File: src/rtl/noise_injector.sv
// Streaming RGB noise stage: corrupts pixels with salt/pepper or additive noise
// driven by an external random word, with a registered output and one-entry skid buffer.
module noise_injector #(
  parameter int CH_W  = 8,
  parameter int CH_N  = 3,
  parameter int CNT_W = 24,
  localparam int PIX_W = CH_W * CH_N
) (
  input  logic             clk,
  input  logic             resetn,
  input  logic [31:0]      rnd,
  input  logic             cfg_en,
  input  logic [1:0]       cfg_mode,
  input  logic [7:0]       cfg_density,
  input  logic [2:0]       cfg_shift,
  input  logic             s_valid,
  output logic             s_ready,
  input  logic [PIX_W-1:0] s_data,
  input  logic             s_sof,
  input  logic             s_eof,
  output logic             m_valid,
  input  logic             m_ready,
  output logic [PIX_W-1:0] m_data,
  output logic             m_sof,
  output logic             m_eof,
  output logic [CNT_W-1:0] frame_noise_cnt,
  output logic             frame_done
);

  typedef enum logic [1:0] {
    ModeSaltPepper = 2'b00,
    ModeSalt       = 2'b01,
    ModePepper     = 2'b10,
    ModeAdditive   = 2'b11
  } noiseMode_t;

  logic             sReady_q, sReady_d;
  logic             mValid_q, mValid_d;
  logic [PIX_W-1:0] mData_q, mData_d;
  logic             mSof_q, mSof_d, mEof_q, mEof_d;
  logic             skidFull_q, skidFull_d;
  logic [PIX_W-1:0] skidData_q, skidData_d;
  logic             skidSof_q, skidSof_d, skidEof_q, skidEof_d;
  logic             en_q, en_d;
  noiseMode_t       mode_q, mode_d;
  logic [7:0]       density_q, density_d;
  logic [2:0]       shift_q, shift_d;
  logic             inFrame_q, inFrame_d;
  logic [CNT_W-1:0] cnt_q, cnt_d;
  logic [CNT_W-1:0] frameCnt_q, frameCnt_d;
  logic             frameDone_q, frameDone_d;

  logic             accept, outFree, hit;
  logic             enEff;
  noiseMode_t       modeEff;
  logic [7:0]       densityEff;
  logic [2:0]       shiftEff;
  logic signed [7:0]      off;
  logic signed [CH_W+1:0] offExt;
  logic [PIX_W-1:0] addData, modData, pixOut;
  logic [CNT_W-1:0] cntBase, cntNext;
  logic             unused_rnd;

  assign unused_rnd = ^{rnd[31:24], rnd[15:9]};

  assign accept  = s_valid & sReady_q;
  assign outFree = ~mValid_q | m_ready;

  // A sof beat uses the configuration presented with it, not the stale latched one.
  assign enEff      = s_sof ? cfg_en : en_q;
  assign modeEff    = s_sof ? noiseMode_t'(cfg_mode) : mode_q;
  assign densityEff = s_sof ? cfg_density : density_q;
  assign shiftEff   = s_sof ? cfg_shift : shift_q;

  assign hit    = enEff & (rnd[7:0] < densityEff);
  assign off    = $signed(rnd[23:16]) >>> shiftEff;
  assign offExt = (CH_W+2)'(off);

  for (genvar c = 0; c < CH_N; c++) begin : g_ch
    logic signed [CH_W+1:0] sum;
    assign sum = $signed({2'b00, s_data[c*CH_W +: CH_W]}) + offExt;
    assign addData[c*CH_W +: CH_W] = sum[CH_W+1] ? '0 : (sum[CH_W] ? '1 : sum[CH_W-1:0]);
  end

  always_comb begin
    modData = '0;
    case (modeEff)
      ModeSaltPepper: modData = rnd[8] ? '1 : '0;
      ModeSalt:       modData = '1;
      ModePepper:     modData = '0;
      ModeAdditive:   modData = addData;
      default:        modData = '0;
    endcase
    pixOut = hit ? modData : s_data;
  end

  assign cntBase = s_sof ? '0 : cnt_q;
  assign cntNext = (hit && (cntBase != '1)) ? cntBase + 1'b1 : cntBase;

  // Next-state: skid drains first; s_ready only ever rises when the skid is empty.
  always_comb begin
    mValid_d    = mValid_q;
    mData_d     = mData_q;
    mSof_d      = mSof_q;
    mEof_d      = mEof_q;
    skidFull_d  = skidFull_q;
    skidData_d  = skidData_q;
    skidSof_d   = skidSof_q;
    skidEof_d   = skidEof_q;
    en_d        = en_q;
    mode_d      = mode_q;
    density_d   = density_q;
    shift_d     = shift_q;
    inFrame_d   = inFrame_q;
    cnt_d       = cnt_q;
    frameCnt_d  = frameCnt_q;
    frameDone_d = 1'b0;

    if (outFree) begin
      if (skidFull_q) begin
        mValid_d   = 1'b1;
        mData_d    = skidData_q;
        mSof_d     = skidSof_q;
        mEof_d     = skidEof_q;
        skidFull_d = 1'b0;
      end else if (accept) begin
        mValid_d = 1'b1;
        mData_d  = pixOut;
        mSof_d   = s_sof;
        mEof_d   = s_eof;
      end else begin
        mValid_d = 1'b0;
      end
    end else if (accept) begin
      skidFull_d = 1'b1;
      skidData_d = pixOut;
      skidSof_d  = s_sof;
      skidEof_d  = s_eof;
    end

    if (accept) begin
      if (s_sof) begin
        en_d      = cfg_en;
        mode_d    = noiseMode_t'(cfg_mode);
        density_d = cfg_density;
        shift_d   = cfg_shift;
      end
      cnt_d     = cntNext;
      inFrame_d = (s_sof | inFrame_q) & ~s_eof;
      if (s_eof && (s_sof || inFrame_q)) begin
        frameCnt_d  = cntNext;
        frameDone_d = 1'b1;
      end
    end

    sReady_d = ~skidFull_d;
  end

  always_ff @(posedge clk or negedge resetn) begin
    if (!resetn) begin
      sReady_q    <= 1'b0;
      mValid_q    <= 1'b0;
      mData_q     <= '0;
      mSof_q      <= 1'b0;
      mEof_q      <= 1'b0;
      skidFull_q  <= 1'b0;
      skidData_q  <= '0;
      skidSof_q   <= 1'b0;
      skidEof_q   <= 1'b0;
      en_q        <= 1'b0;
      mode_q      <= ModeSaltPepper;
      density_q   <= '0;
      shift_q     <= '0;
      inFrame_q   <= 1'b0;
      cnt_q       <= '0;
      frameCnt_q  <= '0;
      frameDone_q <= 1'b0;
    end else begin
      sReady_q    <= sReady_d;
      mValid_q    <= mValid_d;
      mData_q     <= mData_d;
      mSof_q      <= mSof_d;
      mEof_q      <= mEof_d;
      skidFull_q  <= skidFull_d;
      skidData_q  <= skidData_d;
      skidSof_q   <= skidSof_d;
      skidEof_q   <= skidEof_d;
      en_q        <= en_d;
      mode_q      <= mode_d;
      density_q   <= density_d;
      shift_q     <= shift_d;
      inFrame_q   <= inFrame_d;
      cnt_q       <= cnt_d;
      frameCnt_q  <= frameCnt_d;
      frameDone_q <= frameDone_d;
    end
  end

  assign s_ready         = sReady_q;
  assign m_valid         = mValid_q;
  assign m_data          = mData_q;
  assign m_sof           = mSof_q;
  assign m_eof           = mEof_q;
  assign frame_noise_cnt = frameCnt_q;
  assign frame_done      = frameDone_q;

endmodule

File: config.mk
export PLATFORM = sky130hd
export DESIGN_NAME = noise_injector
export DESIGN_NICKNAME = d
export VERILOG_FILES = /design/src/rtl/noise_injector.sv
export SDC_FILE = /design/constraint.sdc
export NUM_CORES = 1
export LEC_CHECK = 0
export CAP_MARGIN = 15
export CORE_MARGIN = 1.5
export CORE_UTILIZATION = 55
export DETAILED_ROUTE_END_ITERATION = 12
export HOLD_SLACK_MARGIN = 0.12
export PLACE_DENSITY = 0.82
export SYNTH_ARGS = -nofsm -noshare
export SYNTH_HDL_FRONTEND = slang
export SYNTH_SLANG_ARGS = --single-unit
File: constraint.sdc
create_clock -name clk -period 5.2 [get_ports clk]
set_clock_uncertainty 0.2 [all_clocks]
set_input_delay 0.52 -clock clk [delete_from_list [all_inputs] [get_ports clk]]
set_output_delay 0.52 -clock clk [all_outputs]
set_load 0.05 [all_outputs]
==> summary.txt <==
=================================================================================================
I/O pin total ......................................................................          129
Critical Path Source Type .......................................................... primary input
Latest clock arrival within the worst-skew pair ....................................      0.42 ns
Flip-flop and latch count after synthesis ..........................................          119
Slew of the pin with the lowest slew margin ........................................      1.07 ns
Count of flip-flops with a built-in enable after synthesis .........................            0
Final net count ....................................................................         1073
Placer's final routability congestion estimate .....................................        0.954
Leading register cell type out of synthesis ........................................ sky130_fd_sc_hd__dfrtp_1
Crit path largest cell delay .......................................................      0.52 ns
Max Fanout on Critical Path ........................................................            9
Count of nets left with antenna violations after detail routing ....................            0
Unrepaired setup endpoints after global routing ....................................           no
Clock period minus final worst setup slack .........................................      4.20 ns
Total standard cell area after synthesis ........................................... 0.00798 sq mm
Via count of the first global-routing pass .........................................         6765
Clock root buffer .................................................................. sky130_fd_sc_hd__clkbuf_16
Leakage power total ................................................................      4.23 nW
Cells after DPL ....................................................................         1116
Kind of cell adding the most delay to the critical path ............................ compound AO/OA/AOI/OAI gates
Core area .......................................................................... 0.0140 sq mm
Final clock period utilization by the worst path ...................................        80.9%
Row cnt ............................................................................           43
Portion of the post-synthesis area used by sequential elements .....................        37.3%
Share of layout cells above drive strength 1 .......................................        10.3%
Outcome ............................................................................ finished, final reports clean
Die outline width ..................................................................       123 um
Required arrival time at the worst endpoint ........................................      5.27 ns
Part of the power in the clock network .............................................        32.8%
Total Power ........................................................................      4.04 mW
Wirelength per Cell ................................................................      18.0 um
Cell internal pwr ..................................................................      2.59 mW
Worst hold slack ...................................................................     0.271 ns
Number of distinct library cell variants in the gate-level netlist after synthesis .           77
H-Tree Depth .......................................................................            4
Port bufs ..........................................................................          113
Buffers plus inverters on the worst setup path .....................................            4
Global-route wire length before repair .............................................      33.9 mm
Diodes inserted ....................................................................            0
Cell mode on critical path ......................................................... sky130_fd_sc_hd__buf_4
Number of setup violations in the final report .....................................            0
Vertical die dimension .............................................................       123 um
Cells resized by post-CTS repair ...................................................            0
Non-filler instance count after layout .............................................         1149
Maximum number of pins on one net before global-route repair .......................           80
Total clock buffers created by CTS .................................................           17
Die Outline Area ................................................................... 0.0152 sq mm
Maximum frequency from static timing analysis ......................................      238 MHz
Final Util .........................................................................        70.6%
Cell Pwr Density ...................................................................  408 mW/mm^2
Via-to-Cell Ratio ..................................................................         6.18
Final count of hold timing violations ..............................................            0
First-pass iteration count of the detailed router ..................................            5
GRT Util Overall ...................................................................        28.7%
Type of the worst min-delay path ...................................................      reg2reg
Peak VDD IR ........................................................................       291 uV
Count of fill cells added during filler insertion ..................................         1017
Max-cap violation count ............................................................            0
Cell breakdown of the critical path ................................................ clkdlybuf4s50_1 > mux2i_2 > buf_4 > mux4_2 > mux2_2 > ha_1 > inv_1 > fa_1 > nor2b_1 > o211ai_1 > a32oi_1 > xor2_1 > buf_4 > o32ai_1 > o31ai_1
Post-Syn Nets ......................................................................          971
Arrival time of data at the critical path endpoint .................................      4.27 ns
Cell with the largest stage delay on the worst path ................................ sky130_fd_sc_hd__mux4_2
Initial Utilization ................................................................        56.8%
Switching Fraction .................................................................        35.9%
Overflow left after global routing .................................................            0
First-iteration detailed-routing DRC count .........................................          674
# clock sinks ......................................................................          119
Number of warnings printed during yosys synthesis ..................................            0
Buffers from clock root to sink, at most ...........................................            2
Most common cell after layout, fill and taps aside ................................. sky130_fd_sc_hd__dfrtp_1
Relative slew margins ..............................................................        28.4%
Count of mapped cells out of synthesis .............................................          854
Total detailed-routing wirelength ..................................................      20.7 mm
Kind of end point of the critical path .............................................         flop
Reg power frac .....................................................................        30.7%
Clock transition at path regs ......................................................      0.05 ns
Async set or reset register ratio after synthesis ..................................         100%
Power spent charging and discharging nets ..........................................      1.45 mW
Commonest cells after routing, fill and taps aside ................................. sky130_fd_sc_hd__dfrtp_1 (119), sky130_fd_sc_hd__clkdlybuf4s50_1 (111), sky130_fd_sc_hd__nand2_1 (93), sky130_fd_sc_hd__a21oi_1 (51)
Combinational share of power .......................................................        36.5%
TritonCTS clock tree ...............................................................        built
P&R area growth vs syn .............................................................        24.2%
Slew Limit Fails ...................................................................            0
Critical path type .................................................................       in2reg
Post-Syn Area per Cell .............................................................   9.34 sq um
Via count of the routed design .....................................................         7099
Initial antenna violation count ....................................................            0
Post-detail-place hpwl .............................................................      14.6 mm
Aggregate negative setup slack .....................................................         0 ns
Post-route DRC .....................................................................            0
=================================================================================================
==> worst reg2reg max path, cell delays in order (launching register included) <==
cell	delay [ns]
sky130_fd_sc_hd__dfrtp_1	0.38
sky130_fd_sc_hd__mux2i_2	0.15
sky130_fd_sc_hd__buf_4	0.21
sky130_fd_sc_hd__mux4_2	0.52
sky130_fd_sc_hd__mux2_2	0.34
sky130_fd_sc_hd__ha_1	0.23
sky130_fd_sc_hd__inv_1	0.07
sky130_fd_sc_hd__fa_1	0.20
sky130_fd_sc_hd__nor2b_1	0.07
sky130_fd_sc_hd__o211ai_1	0.26
sky130_fd_sc_hd__a32oi_1	0.16
sky130_fd_sc_hd__xor2_1	0.23
sky130_fd_sc_hd__buf_4	0.21
sky130_fd_sc_hd__o32ai_1	0.52
sky130_fd_sc_hd__o31ai_1	0.15
==> cell usage after synthesis (3+ instances only) <==
cell	n	share of area, %
sky130_fd_sc_hd__ha_1	38	6.0
sky130_fd_sc_hd__dfrtp_1	119	37
sky130_fd_sc_hd__o211ai_1	22	2.1
sky130_fd_sc_hd__mux2_2	25	3.5
sky130_fd_sc_hd__o21a_1	4	0.38
sky130_fd_sc_hd__o21ai_1	47	2.9
sky130_fd_sc_hd__fa_1	3	0.75
sky130_fd_sc_hd__a211o_1	3	0.33
sky130_fd_sc_hd__nand3_1	16	1.0
sky130_fd_sc_hd__and2_1	8	0.63
sky130_fd_sc_hd__buf_2	10	0.63
sky130_fd_sc_hd__xor2_1	15	1.6
sky130_fd_sc_hd__o311ai_1	3	0.33
sky130_fd_sc_hd__o21ai_0	46	2.9
sky130_fd_sc_hd__nand3_2	4	0.50
sky130_fd_sc_hd__nor2_1	30	1.4
sky130_fd_sc_hd__nor4_1	7	0.55
sky130_fd_sc_hd__and4b_1	3	0.38
sky130_fd_sc_hd__nand2_1	93	4.4
sky130_fd_sc_hd__mux2i_1	34	4.3
sky130_fd_sc_hd__nor3_1	9	0.56
sky130_fd_sc_hd__o21bai_1	3	0.28
sky130_fd_sc_hd__o2111ai_1	3	0.33
sky130_fd_sc_hd__nand4_1	8	0.63
sky130_fd_sc_hd__and3_1	24	1.9
sky130_fd_sc_hd__a221o_1	5	0.63
sky130_fd_sc_hd__a21o_1	6	0.56
sky130_fd_sc_hd__a211oi_1	10	0.94
sky130_fd_sc_hd__clkbuf_1	27	1.3
sky130_fd_sc_hd__or3_1	12	0.94
sky130_fd_sc_hd__o31ai_1	15	1.4
sky130_fd_sc_hd__nand2b_1	6	0.47
sky130_fd_sc_hd__inv_1	20	0.94
sky130_fd_sc_hd__buf_4	3	0.28
sky130_fd_sc_hd__o22ai_1	10	0.78
sky130_fd_sc_hd__nand3b_1	9	0.85
sky130_fd_sc_hd__nor2b_1	18	1.4
sky130_fd_sc_hd__o32ai_1	6	0.66
sky130_fd_sc_hd__a31oi_1	4	0.31
sky130_fd_sc_hd__buf_6	4	0.56
sky130_fd_sc_hd__a21oi_1	51	3.2
sky130_fd_sc_hd__xnor2_1	26	2.9
==> metrics by stage <==
stage                     worst slack, ns  instance area, sq um
final                               0.995                  9910
after global routing                0.719                  9910
after CTS                            1.05                  9910
after detailed placement            0.631                  9240
after global placement              0.683                  9240
after floorplan                      1.07                  7980
==> metal layers <==
layer  vias up  wire length [um]  GRT usage [%]
met5         -                 0              0
met4         0               556           10.8
met3        49              1360           7.06
met2       294             10000           46.8
met1      3388              8740           37.1
li1       3368                 -              -
==> logic make-up (layout without fill, tap and decap cells) <==
logic type	Yosys count	count (layout)	synth area share (%)
muxes	64	64	8.86
DFF	119	119	37.3
AOI/OAI and AO/OA	257	257	20.7
buffers and inverters	67	182	3.83
and+or+nand+nor	264	264	17.8
xor gates and xnor gates	42	42	4.70
adders and majority gates	41	41	6.71
==> final timing paths <==
path / start / end / slack [ns] / depth (start not counted)
min: skidData_q[17]$_DFFE_PN0P_ / skidData_q[17]$_DFFE_PN0P_ / 0.27 / 2
max reg2reg: shift_q[0]$_DFFE_PN0P_ / skidData_q[6]$_DFFE_PN0P_ / 1.15 / 14
max: cfg_shift[0] / skidData_q[6]$_DFFE_PN0P_ / 1.0 / 15
min reg2reg: skidData_q[17]$_DFFE_PN0P_ / skidData_q[17]$_DFFE_PN0P_ / 0.27 / 2
min in group asynchronous: resetn / frame_noise_cnt[1]$_DFFE_PN0P_ / 0.61 / 2
max in group asynchronous: resetn / skidData_q[6]$_DFFE_PN0P_ / 3.06 / 3
==> timing repair <==
| action | CTS | global route |
|---|---|---|
| buffers inserted | 0 | 0 |
| hold buffers | 1 | 0 |
| hold endpoints to repair | 40 | 0 |
==> power by group through the flow <==
stage,Sequential [mW],Clock [mW],Combinational (mW)
2_1_floorplan,1.52,0,0.718
3_3_place_gp,1.24,0,1.44
3_5_place_dp,1.25,0,1.46
4_1_cts,1.24,1.33,1.47
5_1_grt,1.26,1.38,1.59
6_report,1.24,1.32,1.47
==> state kept, by name (all words and copies together), names as in the netlist <==
| name | cells |
|---|---|
| s_ready | 1 |
| m_valid | 1 |
| m_sof | 1 |
| skidFull_q | 1 |
| skidEof_q | 1 |
| skidSof_q | 1 |
| skidData_q | 24 |
| density_q | 8 |
| inFrame_q | 1 |
| m_eof | 1 |
| frame_noise_cnt | 24 |
| en_q | 1 |
| cnt_q | 24 |
| shift_q | 3 |
| frame_done | 1 |
| m_data | 24 |
| mode_q | 2 |
==> final cells by class <==
type / instances / area (sq um) / share of cell area, %
Timing Repair Buffer: 129 / 1260 / 12.7
Clock inverter: 9 / 195 / 1.97
Sequential cell: 119 / 2980 / 30.0
Multi-Input combinational cell: 668 / 4710 / 47.5
Tap cell: 180 / 225 / 2.27
Clock buffer: 23 / 468 / 4.72
Inverter: 21 / 78.8 / 0.795
No activity file was read; power rests on OpenSTA's default activity.
